### config.mk
export PLATFORM = sky130hd
export DESIGN_NAME = track_scheduler
export DESIGN_NICKNAME = d
export VERILOG_FILES = /design/src/rtl/track_pkg.sv /design/src/rtl/tick_divider.sv /design/src/rtl/track_scheduler.sv
export SDC_FILE = /design/constraint.sdc
export NUM_CORES = 1
export LEC_CHECK = 0
export ABC_AREA = 1
export BUFFER_PORTS_ARGS = -buffer_cell sky130_fd_sc_hd__buf_2
export CAP_MARGIN = 0
export CORE_AREA = 5 5 92 94
export CTS_CLUSTER_DIAMETER = 120
export DETAILED_ROUTE_END_ITERATION = 12
export DIE_AREA = 0 0 97 99
export PLACE_DENSITY = 0.85
export SYNTH_ARGS = -nofsm -noshare
export SYNTH_HDL_FRONTEND = slang
export SYNTH_SLANG_ARGS = --single-unit
### constraint.sdc
create_clock -name clk -period 1.6 [get_ports clk]
set_input_delay 0.08 -clock clk [delete_from_list [all_inputs] [get_ports clk]]
set_output_delay 0.08 -clock clk [all_outputs]
set_load 0.01 [all_outputs]
### src/rtl/track_pkg.sv
// Shared types and constants for the barrier track scheduler.
//   track_state_e : IDLE / PLAY / OVER game phases
//   row_t         : one 8-lane barrier row
//   SCORE_MAX     : score saturation value
//   LEVEL_MAX     : level saturation value
package track_pkg;

    localparam int unsigned SCORE_W   = 10;
    localparam int unsigned LEVEL_W   = 3;
    localparam int unsigned SCORE_MAX = 1023;
    localparam int unsigned LEVEL_MAX = 7;

    typedef enum logic [1:0] {
        IDLE = 2'd0,
        PLAY = 2'd1,
        OVER = 2'd2
    } track_state_e;

    typedef logic [7:0] row_t;

    // Increment that sticks at SCORE_MAX.
    function automatic logic [SCORE_W-1:0] score_sat_inc(input logic [SCORE_W-1:0] s);
        return (s == SCORE_W'(SCORE_MAX)) ? s : s + SCORE_W'(1);
    endfunction

endpackage

### src/rtl/tick_divider.sv
// Programmable scroll-rate divider.
//   clk, reset : clock, synchronous active-high reset
//   en_i       : advance the counter this cycle
//   clr_i      : synchronous clear (wins over en_i)
//   tc_i       : terminal count; counter wraps to 0 after reaching it
//   tick_o     : high while the counter sits at (or above) the terminal count
module tick_divider #(
    parameter int unsigned W = 4
) (
    input  logic         clk,
    input  logic         reset,
    input  logic         en_i,
    input  logic         clr_i,
    input  logic [W-1:0] tc_i,
    output logic         tick_o
);

    logic [W-1:0] cnt_q;

    // ">=" so a terminal count lowered mid-count wraps at once instead of rolling over.
    assign tick_o = (cnt_q >= tc_i);

    always_ff @(posedge clk) begin
        if (reset || clr_i) begin
            cnt_q <= '0;
        end else if (en_i) begin
            cnt_q <= tick_o ? '0 : cnt_q + W'(1);
        end
    end

endmodule

### src/rtl/track_scheduler.sv
// Barrier datapath sequencer for the cart game: paces scrolling, holds the
// ROWS x 8 barrier field, detects car/barrier collisions, keeps score and
// level, and drives the game-over freeze.
//   clk, reset : clock, synchronous active-high reset
//   start      : start / restart request (level sensitive)
//   levelSW    : starting level, loaded while idle
//   new_row    : next barrier row from the generator, taken on step
//   car        : one-hot car position on the bottom row
//   step       : one-cycle scroll pulse (suppressed by a same-cycle collision)
//   gg         : game over (registered)
//   level      : current level
//   score      : barriers passed, saturating
//   grid       : barrier field, row 0 in the low byte
// Optional feature: define TRACK_SPEEDUP_EN to halve the scroll period at
// levels 2, 4 and 6 (terminal count shifted right by level[2:1]).
module track_scheduler
    import track_pkg::*;
#(
    parameter int unsigned TICK_W   = 4,
    parameter int unsigned ROWS     = 8,
    parameter int unsigned LEVEL_UP = 16
) (
    input  logic              clk,
    input  logic              reset,
    input  logic              start,
    input  logic [2:0]        levelSW,
    input  logic [7:0]        new_row,
    input  logic [7:0]        car,
    output logic              step,
    output logic              gg,
    output logic [2:0]        level,
    output logic [9:0]        score,
    output logic [ROWS*8-1:0] grid
);

    localparam int unsigned GRID_W = ROWS * 8;
    localparam int unsigned PASS_W = $clog2(LEVEL_UP + 1);
    localparam logic [TICK_W-1:0] TC_BASE = '1;

    track_state_e        state_q;
    logic                gg_q;
    logic [LEVEL_W-1:0]  level_q;
    logic [SCORE_W-1:0]  score_q;
    logic [GRID_W-1:0]   grid_q;
    logic [PASS_W-1:0]   pass_q;

    logic [LEVEL_W-1:0]  level_d;
    logic [SCORE_W-1:0]  score_d;
    logic [PASS_W-1:0]   pass_d;
    logic [GRID_W-1:0]   grid_d;

    row_t                car_row_c;
    logic                collision_c;
    logic                run_c;
    logic                tick_c;
    logic                step_c;
    logic                div_clr_c;
    logic [TICK_W-1:0]   tc_c;

    // Bottom row is where the car lives; any overlap ends the game.
    assign car_row_c   = grid_q[GRID_W-8 +: 8];
    assign collision_c = |(car_row_c & car);

    // Collision freezes the divider and masks the step in the same cycle.
    assign run_c  = (state_q == PLAY) && !collision_c;
    assign step_c = run_c && tick_c;

    assign div_clr_c = (state_q == IDLE) || ((state_q == OVER) && start);

`ifdef TRACK_SPEEDUP_EN
    assign tc_c = TC_BASE >> level_q[2:1];
`else
    assign tc_c = TC_BASE;
`endif

    tick_divider #(
        .W (TICK_W)
    ) u_tick_divider (
        .clk    (clk),
        .reset  (reset),
        .en_i   (run_c),
        .clr_i  (div_clr_c),
        .tc_i   (tc_c),
        .tick_o (tick_c)
    );

    // Shift down one row: new row enters at row 0, bottom row falls off.
    assign grid_d = {grid_q[GRID_W-9:0], new_row};

    // Score / pass / level values to commit when a step discards a barrier row.
    always_comb begin
        score_d = score_q;
        pass_d  = pass_q;
        level_d = level_q;
        if (|car_row_c) begin
            score_d = score_sat_inc(score_q);
            if (pass_q == PASS_W'(LEVEL_UP - 1)) begin
                pass_d = '0;
                if (level_q != LEVEL_W'(LEVEL_MAX)) begin
                    level_d = level_q + LEVEL_W'(1);
                end
            end else begin
                pass_d = pass_q + PASS_W'(1);
            end
        end
    end

    // Game FSM with the field, score and level registers.
    always_ff @(posedge clk) begin
        if (reset) begin
            state_q <= IDLE;
            gg_q    <= 1'b0;
            level_q <= '0;
            score_q <= '0;
            grid_q  <= '0;
            pass_q  <= '0;
        end else begin
            case (state_q)
                IDLE: begin
                    level_q <= levelSW;
                    score_q <= '0;
                    grid_q  <= '0;
                    pass_q  <= '0;
                    gg_q    <= 1'b0;
                    if (start) begin
                        state_q <= PLAY;
                    end
                end
                PLAY: begin
                    if (collision_c) begin
                        state_q <= OVER;
                        gg_q    <= 1'b1;
                    end else if (step_c) begin
                        grid_q  <= grid_d;
                        score_q <= score_d;
                        pass_q  <= pass_d;
                        level_q <= level_d;
                    end
                end
                OVER: begin
                    if (start) begin
                        state_q <= IDLE;
                        gg_q    <= 1'b0;
                        level_q <= levelSW;
                        score_q <= '0;
                        grid_q  <= '0;
                        pass_q  <= '0;
                    end
                end
                default: begin
                    state_q <= IDLE;
                end
            endcase
        end
    end

    assign step  = step_c;
    assign gg    = gg_q;
    assign level = level_q;
    assign score = score_q;
    assign grid  = grid_q;

endmodule
==> impl_metrics.env <==
export IMPL_drive_gt1_share_pct=35.1
export IMPL_cp_data_arrival_time_ps=1880
export IMPL_die_h_um=99
export IMPL_pre_cts_ws_ps=-162
export IMPL_hold_class="input port to register"
export IMPL_fin_nets=683
export IMPL_hp_start="start"
export IMPL_area_growth_syn_to_layout_pct=35.9
export IMPL_slew_viol_final=0
export IMPL_synth_fp_nets=557
export IMPL_ff2ff_setup_slack_ps=-40
export IMPL_fin_skew_ps=10.6
export IMPL_rsz0062_at_grt="true"
export IMPL_synth_distinct_cells=30
export IMPL_placed_cell_area_um2=4570
export IMPL_dp_hpwl_um=7000
export IMPL_die_w_um=97
export IMPL_final_cell_mix="buf_2 (99), nor2_1 (96), dfxtp_1 (85)"
export IMPL_die_area_um2=9600
export IMPL_maxCapViolations=0
export IMPL_drt_pass1_iter_count=5
export IMPL_period_share_pct=103
export IMPL_syn_avg_cell_area_um2=7.35
export IMPL_grt_max_degree=59
export IMPL_netSwitchingPower_mw=2.54
export IMPL_holdPathEnd="state_q[0]"
export IMPL_violations="setup timing"
export IMPL_path_max_fanout=14
export IMPL_synth_warnings=0
export IMPL_ys_seq_area_share_pct=45.7
export IMPL_end_kind="register"
export IMPL_syn_cell_area_um2=3900
export IMPL_cts_made_buffers=9
export IMPL_min_period_ps=1640
export IMPL_switching_share_pct=36.5
export IMPL_clockBufferDepth=2
export IMPL_synth_seq_cells=89
export IMPL_fin_cells=763
export IMPL_grt_overflow=0
export IMPL_routed_wl_um=11400
export IMPL_pwr_share_comb_pct=34.9
export IMPL_synth_xor_area_share_pct=0.674
export IMPL_synthSimpleGateAreaFrac_pct=23.2
export IMPL_ioPinCount=101
export IMPL_port_buffers=100
export IMPL_hold_path_cell_count=3
export IMPL_clockRootBuffer="clkbuf_8"
export IMPL_slew_headroom_pct=78.3
export IMPL_track_usage_pct=21.9
export IMPL_syn_inst=530
export IMPL_synth_area_mux_share_pct=0
export IMPL_status="complete, but fails checks"
export IMPL_grt_pass1_wl_um=18000
export IMPL_synth_compound_area_share_pct=20.4
export IMPL_final_common_cell="buf_2"
export IMPL_vdd_drop_max_uv=822
export IMPL_drtIter0Drc=340
export IMPL_routed_via_count=4084
export IMPL_clock_fmax_mhz=609
export IMPL_cts_tree="yes"
export IMPL_path_class="register to register"
export IMPL_r2r_start="u_tick_divider.cnt_q[1]"
export IMPL_initial_core_util_pct=51.5
export IMPL_remaining_drc_errors=0
export IMPL_clock_sinks=89
export IMPL_power_mw=6.94
export IMPL_synth_top_family_by_area="simple AND/OR/NAND/NOR gates"
export IMPL_design_area_um2=5300
export IMPL_finalSetupViolCount=31
export IMPL_core_um2=7570
export IMPL_r2r_cells=9
export IMPL_antenna_found_initial=1
export IMPL_hold_violations=0
export IMPL_required_ps=1840
export IMPL_pwr_share_seq_pct=40.6
export IMPL_fin_ws_ps=-43.4
export IMPL_p_int_mw=4.40
export IMPL_first_global_vias=3977
export IMPL_core_rowCount=32
export IMPL_insertion_delay_ps=360
export IMPL_antenna_cells=0
export IMPL_wl_per_cell_um=14.9
export IMPL_ant_nets=0
export IMPL_worstMarginPinSlew_ps=326
export IMPL_clkTransAtPathRegs_ps=90
export IMPL_htree_levels=3
export IMPL_rr_endpoint="grid[37]"
export IMPL_clock_power_share_pct=24.6
export IMPL_power_density_nw_per_um2=1310
export IMPL_dp_cells=727
export IMPL_yosys_area_share_adder_pct=1.61
export IMPL_start_kind="register"
export IMPL_p_leak_nw=2.37
export IMPL_routed_via_density=5.35
export IMPL_place_congestion=0.868
per-stage QoR:
step           utilization, %  hold slack, ps  setup TNS, ps
2_1_floorplan               -             218              0
3_3_place_gp             60.4             307          -1130
3_5_place_dp             60.4             313          -4100
4_1_cts                  65.9            6.09           -115
5_1_grt                  70.0            7.43          -7090
6_report                 70.0            9.21           -532
Yosys cell counts:
cell      count  share of area [%]
inv_1        23                2.2
buf_1         4               0.39
dfxtp_1      89                 46
nand3_1      19                2.4
nor2_4        3               0.87
inv_2         2               0.19
a21oi_1      85                 11
nand4_2       1               0.32
ha_1          5                1.6
nor3_1        6               0.77
nand4_1       2               0.32
xor2_1        3               0.67
nor3_2        1               0.26
o21ai_0      69                8.9
a21oi_2       1               0.22
nand3b_1      2               0.39
and2_1        1               0.16
nand2_4       2               0.58
nand2_2       2               0.32
buf_6         9                2.6
clkbuf_1     11                1.1
buf_2         8                1.0
nand2_1      76                7.3
nor2_2        1               0.16
a211oi_1      1               0.19
inv_4         2               0.32
o21ai_1       2               0.26
clkbuf_2      1               0.13
nor2_1       97                9.3
buf_4         2               0.39
what timing repair did:
item                                    4_1_cts  5_1_grt
hold buffers                                  8        0
pin swaps                                     2       12
gates resized for setup                      21       68
cloned                                        1        2
hold endpoints to repair                      8        0
setup buffers                                 2        8
endpoints found under the setup margin       83       88
layer usage:
layer  up-vias  track usage (%)  part of all wire, %
met5         -                0                0.097
met4         2             6.26                  1.8
met3        21             7.71                  8.0
met2       155             37.2                   50
met1      1909             26.2                   40
li1       1997                -                    -
power by group through the flow:
stage                     Combinational [mW]  Sequential, mW  Clock, mW
after global placement                  1.92            2.81          0
final                                   2.42            2.81       1.70
after CTS                               2.13            2.78       1.72
after detailed placement                1.97            2.82          0
after floorplan                         1.21            2.93          0
after global routing                    2.67            2.86       1.82
layout make-up:
cell class	instances	area (µm²)
clock buffers	9	124
clock inverters	7	95.1
fillers	570	2270
inverters	27	111
multi-input cells	380	2030
flip-flops and latches	89	1790
well taps	102	128
repair buffers	149	1020
critical path, stage by stage (launching register included):
cell and delay, ps:
dfxtp_2 370, ha_4 140, inv_2 40, nor3_2 190
nand4_2 150, nand2_4 190, inv_6 80, clkbuf_16 190
a21oi_2 120, nor2_1 60
sequential cells by signal, summed over array words and instances, names as in the netlist:
| name | flops |
|---|---|
| state_q | 2 |
| u_tick_divider.cnt_q | 4 |
| pass_q | 5 |
| grid | 64 |
| gg | 1 |
| level | 3 |
| score | 10 |
worst max path at each step:
| stage | from | endpoint | slack (ps) | depth (start not counted) |
|---|---|---|---|---|
| 3_3_place_gp | state_q[0] | u_tick_divider.cnt_q[3] | -70 | 7 |
| 5_1_grt | u_tick_divider.cnt_q[1] | grid[48] | -140 | 8 |
| 6_report | u_tick_divider.cnt_q[1] | grid[37] | -40 | 9 |
| 2_1_floorplan | score[1] | score[9] | 70 | 11 |
| 3_5_place_dp | state_q[0] | u_tick_divider.cnt_q[0] | -160 | 6 |
| 4_1_cts | u_tick_divider.cnt_q[0] | grid[57] | -10 | 9 |
cells by family (layout without fill, tap and decap cells):
group                    count (synthesis)  in the layout
buffers and inverters                   62            192
flip-flops                              89             89
adder cells (fa/ha/maj)                  5              5
XOR/XNOR                                 3              3
AND/OR/NAND/NOR                        213            214
AO/OA/AOI/OAI                          158            158
No activity file was read; power rests on OpenSTA's default activity.
